## config.mk

```make
export PLATFORM = sky130hd
export DESIGN_NAME = dcache_axi_bridge
export DESIGN_NICKNAME = d
export VERILOG_FILES = /design/src/rtl/dcache_axi_pkg.sv /design/src/rtl/axi_line_buffer.sv /design/src/rtl/dcache_axi_bridge.sv
export SDC_FILE = /design/constraint.sdc
export NUM_CORES = 1
export LEC_CHECK = 0
export ABC_AREA = 1
export ABC_CLOCK_PERIOD_IN_PS = 12290
export BUFFER_PORTS_ARGS = -buffer_cell sky130_fd_sc_hd__buf_2
export CORE_AREA = 2 2 298 300
export CTS_BUF_LIST = sky130_fd_sc_hd__clkbuf_4
export CTS_CLUSTER_DIAMETER = 30
export DETAILED_ROUTE_END_ITERATION = 8
export DIE_AREA = 0 0 300 302
export PLACE_DENSITY_LB_ADDON = 0.08
export SETUP_SLACK_MARGIN = 0.15
export SYNTH_ARGS = -nofsm -noshare
export SYNTH_HDL_FRONTEND = slang
export SYNTH_HIERARCHICAL = 1
export SYNTH_SLANG_ARGS = --single-unit
```

## constraint.sdc

```tcl
create_clock -name clk -period 12.29 [get_ports clk]
set_clock_uncertainty 0.2 [all_clocks]
set_input_delay 0.6145 -clock clk [delete_from_list [all_inputs] [get_ports clk]]
set_output_delay 0.6145 -clock clk [all_outputs]
set_load 0.01 [all_outputs]
```

## src/rtl/dcache_axi_pkg.sv

```systemverilog
// Shared types and AXI encodings for the data-cache AXI bridge.
package dcache_axi_pkg;

   localparam int DEFAULT_LINE_WORDS = 8;

   localparam logic [1:0] AXI_BURST_INCR = 2'b01;
   localparam logic [2:0] AXI_SIZE_WORD  = 3'b010;
   localparam logic [1:0] AXI_RESP_OKAY  = 2'b00;

   typedef enum logic [2:0] {
      ST_IDLE,
      ST_AR,
      ST_R,
      ST_RDONE,
      ST_AW,
      ST_W,
      ST_B,
      ST_WDONE
   } bridge_state_t;

   // Clear the byte-within-line offset of a 32-byte line address.
   function automatic logic [31:0] line_align(input logic [31:0] addr);
      return addr & 32'hFFFF_FFE0;
   endfunction

endpackage

```

## src/rtl/axi_line_buffer.sv

```systemverilog
// One cache line of storage: beat-indexed write, parallel load,
// parallel read-out and beat-indexed read.
module axi_line_buffer
   import dcache_axi_pkg::*;
#(
   parameter int LINE_WORDS = DEFAULT_LINE_WORDS,
   parameter int CW         = 3
) (
   input  logic                         clk,
   input  logic                         rst,
   input  logic                         wr_en,
   input  logic [CW-1:0]                wr_idx,
   input  logic [31:0]                  wr_data,
   input  logic                         load_en,
   input  logic [LINE_WORDS-1:0][31:0]  load_data,
   input  logic [CW-1:0]                rd_idx,
   output logic [31:0]                  rd_data,
   output logic [LINE_WORDS-1:0][31:0]  line
);

   logic [31:0] mem_reg [LINE_WORDS];

   // Line storage: reset clears, a parallel load wins over a beat write.
   always_ff @(posedge clk) begin
      if (!rst) begin
         for (int i = 0; i < LINE_WORDS; i++) mem_reg[i] <= '0;
      end else if (load_en) begin
         for (int i = 0; i < LINE_WORDS; i++) mem_reg[i] <= load_data[i];
      end else if (wr_en) begin
         mem_reg[wr_idx] <= wr_data;
      end
   end

   assign rd_data = mem_reg[rd_idx];

   generate
      for (genvar gi = 0; gi < LINE_WORDS; gi++) begin : g_line_out
         assign line[gi] = mem_reg[gi];
      end
   endgenerate

endmodule

```

## src/rtl/dcache_axi_bridge.sv

```systemverilog
// Data-cache to AXI4 bridge: line refills as INCR read bursts and,
// when DCACHE_AXI_WB_EN is defined, dirty-line writebacks as write bursts.
module dcache_axi_bridge
   import dcache_axi_pkg::*;
#(
   parameter int         LINE_WORDS = DEFAULT_LINE_WORDS,
   parameter logic [3:0] AXI_ID     = 4'd1
) (
   input  logic                         clk,
   input  logic                         rst,
   input  logic                         mem_read_req,
   input  logic [31:0]                  mem_addr,
   output logic [LINE_WORDS-1:0][31:0]  mass_data,
   output logic                         axi_mem_gnt,
   input  logic                         wb_req,
   input  logic [31:0]                  wb_addr,
   input  logic [LINE_WORDS-1:0][31:0]  axi_wr,
   output logic                         wb_done,
   output logic                         bus_err,
   output logic [3:0]                   arid,
   output logic [31:0]                  araddr,
   output logic [7:0]                   arlen,
   output logic [2:0]                   arsize,
   output logic [1:0]                   arburst,
   output logic                         arvalid,
   input  logic                         arready,
   input  logic [3:0]                   rid,
   input  logic [31:0]                  rdata,
   input  logic [1:0]                   rresp,
   input  logic                         rlast,
   input  logic                         rvalid,
   output logic                         rready,
   output logic [3:0]                   awid,
   output logic [31:0]                  awaddr,
   output logic [7:0]                   awlen,
   output logic [2:0]                   awsize,
   output logic [1:0]                   awburst,
   output logic                         awvalid,
   input  logic                         awready,
   output logic [31:0]                  wdata,
   output logic [3:0]                   wstrb,
   output logic                         wlast,
   output logic                         wvalid,
   input  logic                         wready,
   input  logic [1:0]                   bresp,
   input  logic                         bvalid,
   output logic                         bready
);

   localparam int CW = (LINE_WORDS > 1) ? $clog2(LINE_WORDS) : 1;

   bridge_state_t state_reg, state_next;
   logic [CW-1:0] cnt_reg, cnt_next;
   logic [31:0]   addr_reg, addr_next;
   logic          bus_err_reg, bus_err_next;
   logic          last_beat;
   logic          r_beat;
   logic [31:0]   refill_rd_unused;
   logic          unused_sink;

   assign last_beat = (cnt_reg == CW'(LINE_WORDS - 1));
   assign r_beat    = (state_reg == ST_R) && rvalid;

   axi_line_buffer #(.LINE_WORDS(LINE_WORDS), .CW(CW)) u_refill_buf (
      .clk       (clk),
      .rst       (rst),
      .wr_en     (r_beat),
      .wr_idx    (cnt_reg),
      .wr_data   (rdata),
      .load_en   (1'b0),
      .load_data ('0),
      .rd_idx    (cnt_reg),
      .rd_data   (refill_rd_unused),
      .line      (mass_data)
   );

`ifdef DCACHE_AXI_WB_EN
   logic                         wb_load;
   logic [31:0]                  wbuf_rd;
   logic [LINE_WORDS-1:0][31:0]  wbuf_line_unused;

   axi_line_buffer #(.LINE_WORDS(LINE_WORDS), .CW(CW)) u_wb_buf (
      .clk       (clk),
      .rst       (rst),
      .wr_en     (1'b0),
      .wr_idx    (cnt_reg),
      .wr_data   (32'h0),
      .load_en   (wb_load),
      .load_data (axi_wr),
      .rd_idx    (cnt_reg),
      .rd_data   (wbuf_rd),
      .line      (wbuf_line_unused)
   );

   assign wdata       = wbuf_rd;
   assign wlast       = (state_reg == ST_W) && last_beat;
   assign unused_sink = ^{rid, refill_rd_unused, wbuf_line_unused};
`else
   assign wdata       = 32'h0;
   assign wlast       = 1'b0;
   assign unused_sink = ^{rid, refill_rd_unused, wb_req, wb_addr, axi_wr,
                          awready, wready, bresp, bvalid};
`endif

   // Address-channel fields are constant apart from the latched line address.
   assign arid    = AXI_ID;
   assign araddr  = addr_reg;
   assign arlen   = 8'(LINE_WORDS - 1);
   assign arsize  = AXI_SIZE_WORD;
   assign arburst = AXI_BURST_INCR;
   assign awid    = AXI_ID;
   assign awaddr  = addr_reg;
   assign awlen   = 8'(LINE_WORDS - 1);
   assign awsize  = AXI_SIZE_WORD;
   assign awburst = AXI_BURST_INCR;
   assign wstrb   = 4'hF;
   assign bus_err = bus_err_reg;

   // State, beat counter, line address and sticky error registers.
   always_ff @(posedge clk) begin
      if (!rst) begin
         state_reg   <= ST_IDLE;
         cnt_reg     <= '0;
         addr_reg    <= '0;
         bus_err_reg <= 1'b0;
      end else begin
         state_reg   <= state_next;
         cnt_reg     <= cnt_next;
         addr_reg    <= addr_next;
         bus_err_reg <= bus_err_next;
      end
   end

   // Next-state and output decode; writeback wins over refill in IDLE.
   always_comb begin
      state_next   = state_reg;
      cnt_next     = cnt_reg;
      addr_next    = addr_reg;
      bus_err_next = bus_err_reg;
      arvalid      = 1'b0;
      rready       = 1'b0;
      axi_mem_gnt  = 1'b0;
      awvalid      = 1'b0;
      wvalid       = 1'b0;
      bready       = 1'b0;
      wb_done      = 1'b0;
`ifdef DCACHE_AXI_WB_EN
      wb_load      = 1'b0;
`endif
      case (state_reg)
         ST_IDLE: begin
            cnt_next = '0;
`ifdef DCACHE_AXI_WB_EN
            if (wb_req) begin
               addr_next  = line_align(wb_addr);
               wb_load    = 1'b1;
               state_next = ST_AW;
            end else
`endif
            if (mem_read_req) begin
               addr_next  = line_align(mem_addr);
               state_next = ST_AR;
            end
         end
         ST_AR: begin
            arvalid = 1'b1;
            if (arready) begin
               cnt_next   = '0;
               state_next = ST_R;
            end
         end
         ST_R: begin
            rready = 1'b1;
            if (rvalid) begin
               if ((rresp != AXI_RESP_OKAY) || (rlast != last_beat)) bus_err_next = 1'b1;
               if (last_beat) begin
                  cnt_next   = '0;
                  state_next = ST_RDONE;
               end else begin
                  cnt_next = cnt_reg + 1'b1;
               end
            end
         end
         ST_RDONE: begin
            axi_mem_gnt = 1'b1;
            state_next  = ST_IDLE;
         end
`ifdef DCACHE_AXI_WB_EN
         ST_AW: begin
            awvalid = 1'b1;
            if (awready) begin
               cnt_next   = '0;
               state_next = ST_W;
            end
         end
         ST_W: begin
            wvalid = 1'b1;
            if (wready) begin
               if (last_beat) begin
                  cnt_next   = '0;
                  state_next = ST_B;
               end else begin
                  cnt_next = cnt_reg + 1'b1;
               end
            end
         end
         ST_B: begin
            bready = 1'b1;
            if (bvalid) begin
               if (bresp != AXI_RESP_OKAY) bus_err_next = 1'b1;
               state_next = ST_WDONE;
            end
         end
         ST_WDONE: begin
            wb_done    = 1'b1;
            state_next = ST_IDLE;
         end
`endif
         default: state_next = ST_IDLE;
      endcase
   end

endmodule

```

==> run summary <==
status = finished, final reports clean
Critical R2R Capture = u_refill_buf/mem_reg[6][2]$_DFFE_PP_
Setup Viol. Count Final = 0
Final Max Slew Viols = 0
core region area = 0.08756 mm2
initial DRC count = 489
DR DRC count = 0
total track usage = 12.63%
Critical Path AT = 3920 ps
Peak supply drop = 0.00005459 V
Final nets = 2588
CP max-delay cell = nor2_4
first-pass GRT wire length = 81390 um
slew margin rel. = 18.32%
cells after synthesis = 1487
via count = 11643
Max Fclk = 0.2716 GHz
post_cts resized = 0
Post-Route WL = 58040 um
I/O pins = 769
WP data required = 12530 ps
H-tree levels = 3
die area = 0.09060 mm2
Routed Antenna Nets = 0
Final Hold Vio Count = 0
Critical Path Sink Type = register
gr busiest metal = met2
clock sinks = 289
grt met2 use = 20.49%
CP Launch Type = register
number of synthesis warnings = 6
max reg flops = 256
max incr delay on CP = 880 ps
initial core utilization = 15.74%
fillers = 9760
total CTS buffers = 108
period utilization = 29.96%
largest net degree at the start of global routing = 193
Clock Path Buffers = 3
Mapped Avg Cell Area = 9.268 um2
pwr/cell area = 144.9 mW/mm2
RD Place Congestion = 0.7033
area delta synth->final = 42.22%
Pwr Total = 0.002841 W
total congestion overflow = 0
die height = 302 um
hold depth = 3
CTS root buffer = clkbuf_4
count of input and output buffers = 380
mapped cell area = 0.01378 mm2
worst hold start = rdata[0]
cells along the critical path = inv_1 > ha_1 > nand2_1 > inv_1 > nand2_1 > nor2_4 > nand2_2 > buf_4 > nand2_2
Vias/cell = 3.355
critical-path maximum fanout = 33
area of the multi-input gates = 0.005413 mm2
measured slew at the worst slew-check pin = 1222 ps
max_cap viols = 0
Critical R2R Launch = state_reg[0]$_SDFFE_PN0P_
initial antenna violation count = 4
layout cell share with drive strength beyond 1 = 25.45%
R2R depth = 9
DP Wirelength = 37930 um
min-delay worst type = input pin to register
die width = 300 um
RSZ-0062 raised after global routing = false
drt first pass iters = 4
Setup Total Neg Slack = 0 ps
Hold Crit Endpoint = u_refill_buf/mem_reg[4][0]$_DFFE_PP_
WS Path Type = register to register
reg2reg setup slack = 8610 ps
M3 GR Usage = 4.475%
vias in the first global route = 11290
Tmin final = 3683 ps
Register Area = 0.008348 mm2
TritonCTS clock tree = done
met1 usage = 15.58%
clock-pin slew on the worst setup and hold paths = 60 ps
Core Rows = 109
Leakage = 9.487 nW
Clk Latency, worst-skew pair = 880 ps
routed len/inst = 16.72 um
-- critical path, delay by kind of cell (launching register included) --
family / cells / cell delay (ps)
buffers and inverters: 3 / 590
adders and majority gates: 1 / 180
DFF: 1 / 340
and+or+nand+nor: 5 / 1890
-- metrics by stage --
stage | area, um2 | instances | hold slack (ps) | util (%) | setup slack (ps)
6_report | 19600 | 3470 | 147.2 | 22.39 | 8607
4_1_cts | 19590 | 3464 | 10.46 | 22.37 | 8491
3_3_place_gp | 17310 | 3172 | 239.4 | 19.77 | 8129
2_1_floorplan | 15070 | 1829 | 270.5 | - | 8208
3_5_place_dp | 17310 | 3172 | 253.2 | 19.77 | 8106
5_1_grt | 19600 | 3469 | 42.32 | 22.38 | 8307
-- timing repair --
action / 4_1_cts / 5_1_grt
setup endpoints to repair: 0 / 0
hold buffers: 93 / 0
buffers inserted: 0 / 0
hold endpoints to repair: 265 / 0
-- cell usage in the layout, fill, tap and decap left out, types with 32 or more instances in the layout --
cell type,n
buf_2,379
clkbuf_4,144
clkinv_1,35
conb_1,344
dfxtp_1,33
dlygate4sd3_1,93
edfxtp_1,256
nand2_1,729
nand3_1,64
nor2_1,67
o21bai_1,32
-- how the worst max path moves through the flow --
stage                                    from                              endpoint  slack (ps)  cells past startpoint
detailed placement                        rst  u_refill_buf/mem_reg[4][1]$_DFFE_PP_        8110                      6
global route        state_reg[0]$_SDFFE_PN0P_  u_refill_buf/mem_reg[6][2]$_DFFE_PP_        8310                      9
finish              state_reg[0]$_SDFFE_PN0P_  u_refill_buf/mem_reg[6][2]$_DFFE_PP_        8610                      9
CTS                 state_reg[0]$_SDFFE_PN0P_  u_refill_buf/mem_reg[6][2]$_DFFE_PP_        8490                      9
global placement                          rst  u_refill_buf/mem_reg[4][1]$_DFFE_PP_        8130                      6
floorplan                                 rst  u_refill_buf/mem_reg[3][0]$_DFFE_PP_        8210                      5
-- layer usage --
metal  part of all wire (%)  wire [um]  up-vias
li1                       -          -     5862
met1                     44      25440     5186
met2                     46      26460      484
met3                    8.2       4784      109
met4                    2.3       1339        2
met5                  0.029         17        -
-- cell type report --
cell class              count  area share (%)
diodes                      6         0.07660
clock buffers             144           5.515
clock inverters            55           1.366
inverters                  19          0.4021
multi-input cells        1305           27.61
flip-flops and latches    289           42.59
well taps                1165           7.436
repair buffers            487           15.00
-- report_power, final --
part / internal, W / switching [W] / total, W
clock network: 0.000570 / 0.000518 / 0.00109
registers: 0.00118 / 0.0000553 / 0.00124
logic: 0.000181 / 0.000334 / 0.000515
total: 0.00193 / 0.000908 / 0.00284
Power figures use the tool's default switching activity.
